==> src/rtl/stat_accum_if.sv <==
// stat_accum_if: upstream FIFO read port and downstream result handshake for stat_accum
interface stat_accum_if #(
    parameter int D_WIDTH = 32,
    parameter int WIN_LEN = 16
);
    localparam int CNT_W = $clog2(WIN_LEN + 1);
    localparam int SUM_W = D_WIDTH + CNT_W;
    logic               fifo_empty_i;
    logic [D_WIDTH-1:0] fifo_data_i;
    logic               fifo_rd_en_o;
    logic               flush_i;
    logic               res_ready_i;
    logic               res_valid_o;
    logic [SUM_W-1:0]   res_sum_o;
    logic [D_WIDTH-1:0] res_min_o;
    logic [D_WIDTH-1:0] res_max_o;
    logic [CNT_W-1:0]   res_cnt_o;
    modport slave (
        input  fifo_empty_i, fifo_data_i, flush_i, res_ready_i,
        output fifo_rd_en_o, res_valid_o, res_sum_o, res_min_o, res_max_o, res_cnt_o
    );
    modport master (
        output fifo_empty_i, fifo_data_i, flush_i, res_ready_i,
        input  fifo_rd_en_o, res_valid_o, res_sum_o, res_min_o, res_max_o, res_cnt_o
    );
endinterface

==> src/rtl/stat_accum.sv <==
// stat_accum: reads WIN_LEN samples from a FIFO and reports their sum, min and max
module stat_accum #(
    parameter int D_WIDTH = 32,
    parameter int WIN_LEN = 16
) (
    input  logic        clk_i,
    input  logic        rst_ni,
    stat_accum_if.slave bus
);
    localparam int CNT_W = $clog2(WIN_LEN + 1);
    localparam int SUM_W = D_WIDTH + CNT_W;
    localparam logic [CNT_W-1:0] WIN_CNT = CNT_W'(WIN_LEN);

    typedef enum logic {FILL, HOLD} state_t;

    state_t             state_q;
    logic [CNT_W-1:0]   issued_q;
    logic [CNT_W-1:0]   cnt_q;
    logic               pend_q;
    logic [SUM_W-1:0]   sum_q;
    logic [D_WIDTH-1:0] min_q;
    logic [D_WIDTH-1:0] max_q;
    logic               rd_en;
    logic               first;
    logic [SUM_W-1:0]   sample_d;
    logic [SUM_W-1:0]   sum_d;
    logic [D_WIDTH-1:0] min_d;
    logic [D_WIDTH-1:0] max_d;

    // Read request is combinational so it drops in the same cycle as empty, flush or reset
    always_comb begin
        rd_en    = rst_ni && state_q == FILL && !bus.fifo_empty_i && issued_q < WIN_CNT && !bus.flush_i;
        first    = cnt_q == '0;
        sample_d = {{CNT_W{1'b0}}, bus.fifo_data_i};
        sum_d    = first ? sample_d : sum_q + sample_d;
        min_d    = (first || bus.fifo_data_i < min_q) ? bus.fifo_data_i : min_q;
        max_d    = (first || bus.fifo_data_i > max_q) ? bus.fifo_data_i : max_q;
    end

    // Window FSM: reset, handshake and flush all start an empty window; a full window moves to HOLD one cycle after its last capture
    always_ff @(posedge clk_i) begin
        if (!rst_ni || (state_q == HOLD && bus.res_ready_i) || (state_q == FILL && bus.flush_i)) begin
            state_q  <= FILL;
            issued_q <= '0;
            cnt_q    <= '0;
            pend_q   <= 1'b0;
            sum_q    <= '0;
            min_q    <= '0;
            max_q    <= '0;
        end else if (state_q == FILL) begin
            if (rd_en) issued_q <= issued_q + 1'b1;
            pend_q <= rd_en;
            if (pend_q) begin
                sum_q <= sum_d;
                min_q <= min_d;
                max_q <= max_d;
                cnt_q <= cnt_q + 1'b1;
            end
            if (cnt_q == WIN_CNT) state_q <= HOLD;
        end
    end

    assign bus.fifo_rd_en_o = rd_en;
    assign bus.res_valid_o  = state_q == HOLD;
    assign bus.res_sum_o    = bus.res_valid_o ? sum_q : '0;
    assign bus.res_min_o    = bus.res_valid_o ? min_q : '0;
    assign bus.res_max_o    = bus.res_valid_o ? max_q : '0;
    assign bus.res_cnt_o    = bus.res_valid_o ? cnt_q : '0;
endmodule

==> src/flat_wrapper.sv <==
// flat-port wrapper written by rule: the top's interface ports become plain ports
module stat_accum_flat 
#(
    parameter int D_WIDTH = 32,
    parameter int WIN_LEN = 16
)
  (clk_i, rst_ni, bus_fifo_empty_i, bus_fifo_data_i, bus_flush_i, bus_res_ready_i, bus_fifo_rd_en_o, bus_res_valid_o, bus_res_sum_o, bus_res_min_o, bus_res_max_o, bus_res_cnt_o);
  stat_accum_if #(.D_WIDTH(D_WIDTH), .WIN_LEN(WIN_LEN)) bus_i ();
  input  logic clk_i;
  input  logic rst_ni;
  input wire logic [$bits(bus_i.fifo_empty_i)-1:0] bus_fifo_empty_i;
  input wire logic [$bits(bus_i.fifo_data_i)-1:0] bus_fifo_data_i;
  input wire logic [$bits(bus_i.flush_i)-1:0] bus_flush_i;
  input wire logic [$bits(bus_i.res_ready_i)-1:0] bus_res_ready_i;
  output wire logic [$bits(bus_i.fifo_rd_en_o)-1:0] bus_fifo_rd_en_o;
  output wire logic [$bits(bus_i.res_valid_o)-1:0] bus_res_valid_o;
  output wire logic [$bits(bus_i.res_sum_o)-1:0] bus_res_sum_o;
  output wire logic [$bits(bus_i.res_min_o)-1:0] bus_res_min_o;
  output wire logic [$bits(bus_i.res_max_o)-1:0] bus_res_max_o;
  output wire logic [$bits(bus_i.res_cnt_o)-1:0] bus_res_cnt_o;
  assign bus_i.fifo_empty_i = bus_fifo_empty_i;
  assign bus_i.fifo_data_i = bus_fifo_data_i;
  assign bus_i.flush_i = bus_flush_i;
  assign bus_i.res_ready_i = bus_res_ready_i;
  assign bus_fifo_rd_en_o = bus_i.fifo_rd_en_o;
  assign bus_res_valid_o = bus_i.res_valid_o;
  assign bus_res_sum_o = bus_i.res_sum_o;
  assign bus_res_min_o = bus_i.res_min_o;
  assign bus_res_max_o = bus_i.res_max_o;
  assign bus_res_cnt_o = bus_i.res_cnt_o;
  stat_accum #(.D_WIDTH(D_WIDTH), .WIN_LEN(WIN_LEN)) u_core (.clk_i(clk_i), .rst_ni(rst_ni), .bus(bus_i));
endmodule
==> config.mk <==
export PLATFORM = sky130hd
export DESIGN_NAME = stat_accum_flat
export DESIGN_NICKNAME = d
export VERILOG_FILES = /design/src/rtl/stat_accum_if.sv /design/src/rtl/stat_accum.sv /design/src/flat_wrapper.sv
export SDC_FILE = /design/constraint.sdc
export NUM_CORES = 1
export LEC_CHECK = 0
export ABC_CLOCK_PERIOD_IN_PS = 4800
export CAP_MARGIN = 5
export CORE_MARGIN = 2
export CORE_UTILIZATION = 40
export DETAILED_ROUTE_END_ITERATION = 10
export GPL_TIMING_DRIVEN = 0
export SLEW_MARGIN = 20
export SYNTH_ARGS = -nofsm -noshare
export SYNTH_HDL_FRONTEND = slang
export SYNTH_SLANG_ARGS = --single-unit
==> constraint.sdc <==
create_clock -name clk_i -period 4.8 [get_ports clk_i]
set_clock_uncertainty 0.15 [all_clocks]
set_input_delay 0.96 -clock clk_i [delete_from_list [all_inputs] [get_ports clk_i]]
set_output_delay 0.96 -clock clk_i [all_outputs]
set_load 0.03 [all_outputs]
==> results of run 1 <==
through the flow:
stage	hold slack, ps	power [W]	area [um2]	setup WS [ps]	setup TNS, ps
detailed placement	310.7	0.001242	10390	-116.6	-1580
floorplan	293.2	0.001132	8600	1392	0
CTS	321.1	0.002495	10960	308.4	0
global placement	303.0	0.001239	10390	-36.94	-154.4
global route	344.8	0.002577	10960	230.8	0
finish	315.6	0.002485	10960	298.8	0
cell usage after synthesis, types with 6 or more instances:
master,number
xor2_1,14
nand4_1,18
clkbuf_1,37
dfxtp_1,113
a31oi_1,10
a21oi_1,78
o211ai_1,9
a21o_1,43
and2_1,109
and3_1,8
clkbuf_8,7
nor2_1,54
buf_2,6
ha_1,98
nand3_1,21
nand2_1,156
nor3_1,6
o21ai_0,47
mux2i_1,70
nor2b_1,6
inv_1,72
xnor2_1,19
worst min-delay path: stages (launching register included):
cell     delay, ps
dfxtp_1        320
nand2_1         50
mux2i_1         50
registers in the layout, indices dropped and copies added (netlist names):
signal	flops
u_core.min_q	32
u_core.max_q	32
u_core.sum_q	37
u_core.bus.res_valid_o	1
u_core.pend_q	1
u_core.issued_q	5
u_core.cnt_q	5
cell families after synthesis:
kind of cell | count (synthesis) | share of synthesized area (%)
simple gates | 405 | 23.43
xor+xnor | 33 | 3.361
buf+inv | 125 | 6.489
compound gates | 237 | 17.78
fa+ha+maj | 99 | 14.49
mux | 70 | 8.148
flops | 113 | 26.31
routing by layer:
metal	global-route usage (%)	routed length, um
met5	0	0
met4	6.636	473
met3	3.727	1363
met2	40.39	12690
met1	34.54	13070
cell type report:
class	instances	area, um2	area share, %
Clock inverter	13	126.4	1.153
Sequential cell	113	2262	20.63
Clock buffer	19	452.9	4.131
Buffer	53	287.8	2.625
Timing Repair Buffer	144	1441	13.15
Inverter	72	270.3	2.465
Multi-Input combinational cell	844	5779	52.71
Tap cell	275	344.1	3.138
power by group through the flow:
stage               Clock (W)  Sequential, W  Combinational [W]
finish                0.00126       0.000947           0.000279
global route          0.00132       0.000947           0.000308
CTS                   0.00127       0.000947           0.000278
detailed placement          0       0.000968           0.000275
global placement            0       0.000967           0.000272
floorplan                   0       0.000966           0.000166
worst max-delay path by stage:
stage,slack [ps],startpoint,cells after the start,endpoint
floorplan,1390,bus_fifo_data_i[0],10,u_core.sum_q[28]$_SDFFE_PP0P_
global placement,-40,bus_fifo_data_i[1],10,u_core.min_q[29]$_SDFFE_PP0P_
detailed placement,-120,bus_fifo_data_i[1],10,u_core.min_q[30]$_SDFFE_PP0P_
CTS,310,bus_fifo_data_i[1],10,u_core.min_q[30]$_SDFFE_PP0P_
global route,230,bus_fifo_data_i[1],10,u_core.min_q[29]$_SDFFE_PP0P_
finish,300,bus_fifo_data_i[1],10,u_core.min_q[30]$_SDFFE_PP0P_
==> flow_summary.toml, run 1 <==
[run_status]
status = "complete, no violations"

[placement]
place.gp.congestion = 0.9173
dpl.hpwl_um = 21020
dp_cells = 1501
numPortBuffers = 144

[hold_path]
min-delay-path-class = "flop to flop"
hold_depth = 2
hold_path_end = "u_core.max_q[18]$_SDFFE_PP0P_"
worstHoldStart = "u_core.max_q[18]$_SDFFE_PP0P_"

[grt]
track_usage_pct = 24.91
grt_overflow = 0
grt_max_degree = 17
grt_pass1_wl_um = 43120
first_global_vias = 7990
antenna_found_initial = 0

[critical_path]
critPathBufInv = 2
r2r-end = "u_core.min_q[30]$_SDFFE_PP0P_"
slowest_stage = "o21ai_1"
cp.required_ps = 5000
endpoint_kind = "flop"
path_max_fanout = 10
critPathLaunchType = "input port"
critPathMostFrequentCell = "a21oi_1"
reg2reg_slack_ps = 1110
worstPathArrival_ps = 4700
crit_type = "input port to flop"
cp_cell_sequence = "clkdlybuf4s50_1, ha_1, a21oi_1, o21ai_0, a221oi_1, o31ai_1, a21oi_1, o21ai_1, buf_2, mux2i_1"
crit_family = "compound AO/OA/AOI/OAI gates"
r2r_start = "u_core.min_q[1]$_SDFFE_PP0P_"
ff2ff_path_depth = 10
cp_slowest_stage_delay_ps = 800

[synth]
avgSynthCellArea_um2 = 7.948
yosysUniqueCellTypes = 65
netlist_instances = 1082
synth_edf_count = 0
synth_seq_area_share_pct = 26.31
syn_nets = 1218
synth_top_area_share_pct = 26.31
synthArstFlopShare_pct = 0
yosysWarnings = 0
yosys.area.top_type = "dfxtp_1"
synth_flop_cell = "dfxtp_1"
synth_area_mm2 = 0.008599
synth.area.top_cells = "dfxtp_1, ha_1, mux2i_1"
ys_seq_elements = 113

[clock_network]
insertion_delay_ps = 430
holdBufCountCts = 0
clkTransAtPathRegs_ps = 60
postCtsSetupBuffers = 0
cts-root-buf = "clkbuf_16"
numCtsBuffers = 17
max-clock-path-buffers = 2
post_cts_resized = 0
htree_levels = 4
cts_tree = "done"
cts.sink_count = 113

[layout]
final_common_cell = "nand2_1"
n_antenna_cell = 0
areaGrowthSynthToFinish_pct = 27.50
final_cell_mix = "nand2_1, clkdlybuf4s50_1, dfxtp_1, and2_1, ha_1"
fillers = 2084
fin_util_pct = 51.99
layout-drive-gt1-share_pct = 5.564
fin_cells = 1533
final_nets = 1381

[timing]
hold_viol_final = 0
final_max_slew_viol_count = 0
max_slew.worst_pin.slew_ps = 956.3
setup_violations = 0
period_share_pct = 93.77
finalCriticalPeriod_ps = 4501
slew_headroom_pct = 35.82
rsz0062_at_grt = "false"
max_freq_mhz = 222.2

[drt]
antenna_left = 0
viasPerCell = 5.348
drt-initial-drc-count = 483
drc_errors = 0
dr.pass1.iters = 5
finalWirelength_um = 27600
via_count = 8199
wl_per_cell_um = 18.00

[power_and_ir_drop]
p_leak_nw = 4.443
pwr-share-comb_pct = 11.2
seqPwrFrac_pct = 38.1
p_int_w = 0.001803
power_switching_w = 0.0006826
vdd_drop_max_mv = 0.2611
pwr_density_cell_mw_per_mm2 = 226.7
switching_share_pct = 27.47
pwr-share-clk_pct = 50.7

[die]
rows = 53
initial_core_util_pct = 40.78
ios = 145
core_mm2 = 0.02109
chipHeight_um = 150.6
dieWidth_um = 150.6
die_area_mm2 = 0.02269

[run]
drv_cap = 0
No activity file was read; power rests on OpenSTA's default activity.
==> run 2: changes to the inputs <==
- CTS_CLUSTER_DIAMETER: unset -> 30
==> results of run 2 <==
Same layout as run 1: the final DEF is identical, and so are final timing and power.
